### src/rtl/dmem_pkg.sv
// dmem_pkg: shared types and lane helpers for banked_data_memory
package dmem_pkg;
  typedef enum logic [1:0] {MEM_B, MEM_H, MEM_W, MEM_RSV} mem_size_e;
  typedef enum logic {ST_INIT, ST_READY} dmem_state_e;
  function automatic logic [3:0] byte_en(mem_size_e size, logic [1:0] addr_lo);
    return size == MEM_B ? 4'b0001 << addr_lo :
           size == MEM_H ? (addr_lo[1] ? 4'b1100 : 4'b0011) :
           size == MEM_W ? 4'b1111 : 4'b0000;
  endfunction
  function automatic logic [31:0] lane_data(mem_size_e size, logic [31:0] wdata);
    return size == MEM_B ? {4{wdata[7:0]}} : size == MEM_H ? {2{wdata[15:0]}} : wdata;
  endfunction
  function automatic logic [31:0] load_ext(logic [31:0] word, mem_size_e size, logic [1:0] addr_lo, logic uns);
    logic [7:0] b;
    logic [15:0] h;
    b = 8'(word >> {addr_lo, 3'b000});
    h = addr_lo[1] ? word[31:16] : word[15:0];
    return size == MEM_B ? {{24{~uns & b[7]}}, b} :
           size == MEM_H ? {{16{~uns & h[15]}}, h} :
           size == MEM_W ? word : 32'h0;
  endfunction
endpackage

### src/rtl/dmem_bank.sv
// dmem_bank: one byte lane, single write port and registered synchronous read
module dmem_bank #(
  parameter int DEPTH = 128
) (
  input  logic                     clk,
  input  logic                     we,
  input  logic                     re,
  input  logic [$clog2(DEPTH)-1:0] addr,
  input  logic [7:0]               wdata,
  output logic [7:0]               rdata
);
  logic [7:0] mem [DEPTH];
  // write and read share the address; a request is either a store or a load
  always_ff @(posedge clk) begin
    if (we) mem[addr] <= wdata;
    if (re) rdata <= mem[addr];
  end
endmodule

### src/rtl/banked_data_memory.sv
// banked_data_memory: 4-bank byte-addressable data memory, optional misalign trap via DMEM_MISALIGN_TRAP_EN
module banked_data_memory
  import dmem_pkg::*;
#(
  parameter int                DEPTH_WORDS    = 128,
  parameter int                ADDR_W         = 32,
  parameter logic [ADDR_W-1:0] BASE_ADDR      = '0,
  parameter bit                CLEAR_ON_RESET = 1'b1
) (
  input  logic              clk,
  input  logic              reset,
  input  logic              req_valid,
  output logic              req_ready,
  input  logic              req_write,
  input  logic [ADDR_W-1:0] req_addr,
  input  logic [1:0]        req_size,
  input  logic              req_unsigned,
  input  logic [31:0]       req_wdata,
  output logic              rsp_valid,
  output logic [31:0]       rsp_rdata,
  output logic              rsp_error,
  output logic              init_busy
);
  localparam int IW = $clog2(DEPTH_WORDS);
  localparam logic [ADDR_W:0] LIMIT = (ADDR_W+1)'(4 * DEPTH_WORDS);
  dmem_state_e state, state_n;
  logic [IW-1:0] cnt, widx, bank_addr;
  logic [ADDR_W-1:0] off;
  logic [ADDR_W:0] span_end;
  logic [1:0] lo, rsp_lo;
  logic [3:0] be;
  logic [31:0] wlanes, rword;
  logic init_we, fire, err, misalign, rsp_load, rsp_uns;
  mem_size_e sz, rsp_size;
  assign sz = mem_size_e'(req_size);
  assign off = req_addr - BASE_ADDR;
  assign span_end = {1'b0, off} + (ADDR_W+1)'(sz == MEM_W ? 4 : sz == MEM_H ? 2 : 1);
  assign widx = off[IW+1:2];
`ifdef DMEM_MISALIGN_TRAP_EN
  assign misalign = (sz == MEM_H && off[0]) || (sz == MEM_W && off[1:0] != 2'b00);
  assign lo = off[1:0];
`else
  assign misalign = 1'b0;
  assign lo = sz == MEM_W ? 2'b00 : sz == MEM_H ? {off[1], 1'b0} : off[1:0];
`endif
  // request decode: range is checked on the raw byte span so nothing wraps past the top
  always_comb begin
    req_ready = state == ST_READY;
    init_busy = state == ST_INIT && CLEAR_ON_RESET;
    init_we = init_busy && !reset;
    fire = req_valid && req_ready && !reset;
    err = sz == MEM_RSV || span_end > LIMIT || misalign;
    be = (fire && req_write && !err) ? byte_en(sz, lo) : 4'b0000;
    wlanes = lane_data(sz, req_wdata);
    bank_addr = init_we ? cnt : widx;
    state_n = (state == ST_INIT && (!CLEAR_ON_RESET || cnt == IW'(DEPTH_WORDS - 1))) ? ST_READY : state;
  end
  // state register and clear-sweep counter
  always_ff @(posedge clk) begin
    state <= reset ? ST_INIT : state_n;
    cnt <= reset ? '0 : init_we ? cnt + 1'b1 : cnt;
  end
  for (genvar i = 0; i < 4; i++) begin : g_bank
    dmem_bank #(.DEPTH(DEPTH_WORDS)) u_bank (
      .clk  (clk),
      .we   (init_we | be[i]),
      .re   (fire),
      .addr (bank_addr),
      .wdata(init_we ? 8'h00 : wlanes[8*i +: 8]),
      .rdata(rword[8*i +: 8])
    );
  end
  // response pipeline stage; reset drops anything in flight
  always_ff @(posedge clk) begin
    if (reset) begin
      rsp_valid <= 1'b0;
      rsp_error <= 1'b0;
      rsp_load <= 1'b0;
    end else begin
      rsp_valid <= fire;
      rsp_error <= fire && err;
      rsp_load <= fire && !req_write && !err;
    end
    rsp_size <= sz;
    rsp_lo <= lo;
    rsp_uns <= req_unsigned;
  end
  // extension applied after the synchronous bank read
  always_comb rsp_rdata = rsp_load ? load_ext(rword, rsp_size, rsp_lo, rsp_uns) : 32'h0;
endmodule
### config.mk
export PLATFORM = sky130hd
export DESIGN_NAME = banked_data_memory
export DESIGN_NICKNAME = d
export VERILOG_FILES = /design/src/rtl/dmem_pkg.sv /design/src/rtl/dmem_bank.sv /design/src/rtl/banked_data_memory.sv
export SDC_FILE = /design/constraint.sdc
export NUM_CORES = 2
export LEC_CHECK = 0
export BUFFER_PORTS_ARGS = -buffer_cell sky130_fd_sc_hd__buf_2
export CAP_MARGIN = 20
export CORE_ASPECT_RATIO = 0.8
export CORE_MARGIN = 4
export CORE_UTILIZATION = 45
export DETAILED_ROUTE_END_ITERATION = 8
export PLACE_DENSITY = 0.58
export SETUP_SLACK_MARGIN = 0.3
export SLEW_MARGIN = 15
export SYNTH_ARGS = -nofsm -noshare
export SYNTH_HDL_FRONTEND = slang
export SYNTH_SLANG_ARGS = --single-unit
### constraint.sdc
create_clock -name clk -period 13.4 [get_ports clk]
set_input_delay 1.34 -clock clk [delete_from_list [all_inputs] [get_ports clk]]
set_output_delay 1.34 -clock clk [all_outputs]
set_load 0.005 [all_outputs]
==> out/qor.yml <==
run_status:
  status: "finished, final reports clean"
power:
  clkPwrFrac: 0.404
  combPwrFrac: 0.070
  seq_power_share: 0.526
  pwr_density_cell_nw_per_um2: 155
  leakage_nw: 53.9
  power.internal_w: 0.0209
  swShare: 0.234
  p_sw_w: 0.00637
  peakVddDrop_mv: 0.110
logic_synthesis:
  synth.distinct_cells: 80
  yosys_register_bits: 4144
  synth_flop_cell: "edfxtp_1"
  ys.warnings.count: 0
  syn_inst: 9611
  synth_edf_count: 4128
  seq_area_frac_synth: 0.793
  netlist_area_sq_um: 157000
  avgSynthCellArea_sq_um: 16.3
  async_flop_share: 0
  synth_fp_nets: 9691
cts:
  clockBufferDepth: 4
  cts_hold_buffers: 0
  htreeDepth: 5
  cts_tree: "done"
  clk_pin_slew_worst_paths_ns: 0.07
  cts-resized-gates: 0
  cts.sinks: 4144
  cts-root-buf: "clkbuf_16"
  insertion_delay_ns: 0.94
  numCtsBuffers: 388
  post_cts_buffers: 0
timing:
  hold_violations: 0
  fin_crit_ns: 6.86
  finalSetupTns_ns: 0
  setup_viol: 0
  worst_pin_slew_ns: 1.29
  period_share: 0.512
  max_freq_mhz: 146
  clock_skew_ns: 0.0495
  rsz0062_at_grt: "no"
  final_max_slew_viol_count: 0
  whs_ns: 0.519
  slew_headroom: 0.141
hold_path:
  hold_start: "req_unsigned"
  hp-class: "in -> reg"
  holdPathEnd: "rsp_uns"
  min_path_cells: 1
routing:
  wire_per_inst_microns: 39.7
  viasPerCell: 6.81
  routed_wl_microns: 584000
  dr_wl_met2_microns: 244000
  wl_met3_microns: 93200
  ant_nets: 0
  top_layer: "met5"
  met1_length_microns: 217000
  initialDrtViolationCount: 17607
  num_vias: 100139
  drc: 0
  dr.pass1.iters: 9
finish:
  fin_cells: 14708
  fillers: 28092
  syn_to_final_growth_pct: 12.3
  nets: 9834
  final_cell_mix: "edfxtp_1, a22oi_1, nand2_1"
  layout_commonest_cell: "edfxtp_1"
  drive_above_1_share: 0.113
global_route:
  grt_use_total: 0.318
  grt-ovfl-total: 0
  grt_pass1_wl_microns: 789000
  grt_max_degree: 129
  grt_pass1_vias: 92523
  antenna_found_initial: 52
worst_setup_path:
  critPathMaxFanout: 45
  crit_type: "in -> reg"
  end_kind: "flop"
  critPathLaunchType: "input pin"
  r2r_start: "req_ready"
  crit_arrival_ns: 7.38
  cp.required_ns: 13.92
  crit_path_cell_trace: "buf_2, inv_1, ha_2, inv_1, ha_1, fa_1, a21boi_0, nor3_1, nor4_1, a31oi_1, nor4_4, a41oi_4, buf_4, buf_4, nor3_1"
  cpPeakStageDelay_ns: 0.95
  r2r_end: "g_bank[1].u_bank.rdata[5]"
  slowest_stage: "nor3_1"
  critPathLaunch: "req_size[1]"
  r2r_cells: 11
  r2r_slack_ns: 6.88
placed_design:
  place_inst: 13884
  io_buffer_count: 106
  place_hpwl_microns: 356000
  gp_congestion: 0.941
die:
  core-area_sq_um: 346000
  die_area_sq_um: 358000
  design.portCount: 107
  die_y_microns: 536
  rows: 193
  initial_utilization: 0.453
  die_w_microns: 668
job:
  maxCapViolations: 0
==> metrics by stage <==
step	power, W	setup slack (ns)	util	cell area (sq um)
after floorplan	0.0156	6.83	-	157000
after global placement	0.0165	5.58	0.471	163000
after detailed placement	0.0165	5.70	0.471	163000
after CTS	0.0272	6.69	0.507	175000
after global routing	0.0279	6.41	0.508	176000
final	0.0273	6.54	0.508	176000
==> synth_stat cells (all sizes together) (36+ instances only) <==
master | instances | share of area
a22oi | 1279 | 0.061
mux2i | 188 | 0.012
clkbuf | 240 | 0.0057
o21ai | 80 | 0.0026
nand2 | 916 | 0.022
a31oi | 202 | 0.0081
a22o | 98 | 0.0055
o22ai | 55 | 0.0022
nor4 | 98 | 0.0040
nor2 | 466 | 0.011
o22a | 36 | 0.0020
a21oi | 457 | 0.015
buf | 445 | 0.014
nand4 | 78 | 0.0031
a41oi | 165 | 0.0092
edfxtp | 4128 | 0.79
a221oi | 122 | 0.0068
nor3 | 227 | 0.0073
==> worst max path at each step <==
| stage | end | cells after the start | slack (ns) |
|---|---|---|---|
| final | g_bank[3].u_bank.mem[79][3] | 15 | 6.54 |
| after global routing | g_bank[3].u_bank.mem[112][2] | 15 | 6.41 |
| after CTS | g_bank[3].u_bank.mem[12][2] | 15 | 6.69 |
| after detailed placement | g_bank[3].u_bank.mem[56][1] | 15 | 5.70 |
| after global placement | g_bank[3].u_bank.mem[62][1] | 15 | 5.58 |
| after floorplan | g_bank[3].u_bank.mem[0][3] | 9 | 6.83 |
==> kinds of logic after synthesis <==
group                      share of synthesized area
DFF                                            0.793
buffers and inverters                         0.0197
AOI/OAI and AO/OA                              0.120
muxes                                         0.0130
and+or+nand+nor                               0.0531
xor gates and xnor gates                    0.000615
adders and majority gates                   0.000766
==> power groups by stage <==
stage          sequential, W  clock (W)  combinational, W
6_report              0.0144     0.0110           0.00191
5_1_grt               0.0143     0.0116           0.00192
4_1_cts               0.0144     0.0110           0.00184
3_5_place_dp          0.0146          0           0.00183
3_3_place_gp          0.0146          0           0.00183
2_1_floorplan         0.0147          0          0.000901
==> cell type report <==
cell class | instances | area (sq um) | share of cell area
Clock inverter | 235 | 2160 | 0.0123
Multi-Input combinational cell | 4765 | 30200 | 0.172
Tap cell | 4582 | 5730 | 0.0326
Antenna cell | 59 | 148 | 0.000839
Timing Repair Buffer | 438 | 3230 | 0.0183
Inverter | 17 | 63.8 | 0.000362
Sequential cell | 4144 | 124000 | 0.706
Clock buffer | 468 | 10200 | 0.0581
==> worst max-delay path: cells and delay by family <==
family,cells,cell delay (ns)
and+or+nand+nor,4,2.05
buffers and inverters,5,1.50
adders and majority gates,3,1.03
AOI/OAI and AO/OA,3,1.35
==> metal layers <==
layer  up-vias  GRT usage
met2      8554      0.438
li1      39289          -
met1     50997      0.438
met3      1277      0.132
met4        22      0.148
met5         -          0
==> registers in the layout, summed over array words and instances, names as in the netlist <==
| signal | count |
|---|---|
| cnt | 7 |
| rsp_error | 1 |
| rsp_uns | 1 |
| rsp_size | 2 |
| g_bank.u_bank.mem | 4096 |
| g_bank.u_bank.rdata | 32 |
| req_ready | 1 |
| rsp_lo | 2 |
| rsp_valid | 1 |
| rsp_load | 1 |
Note: power is estimated with default switching activity, not from simulation.
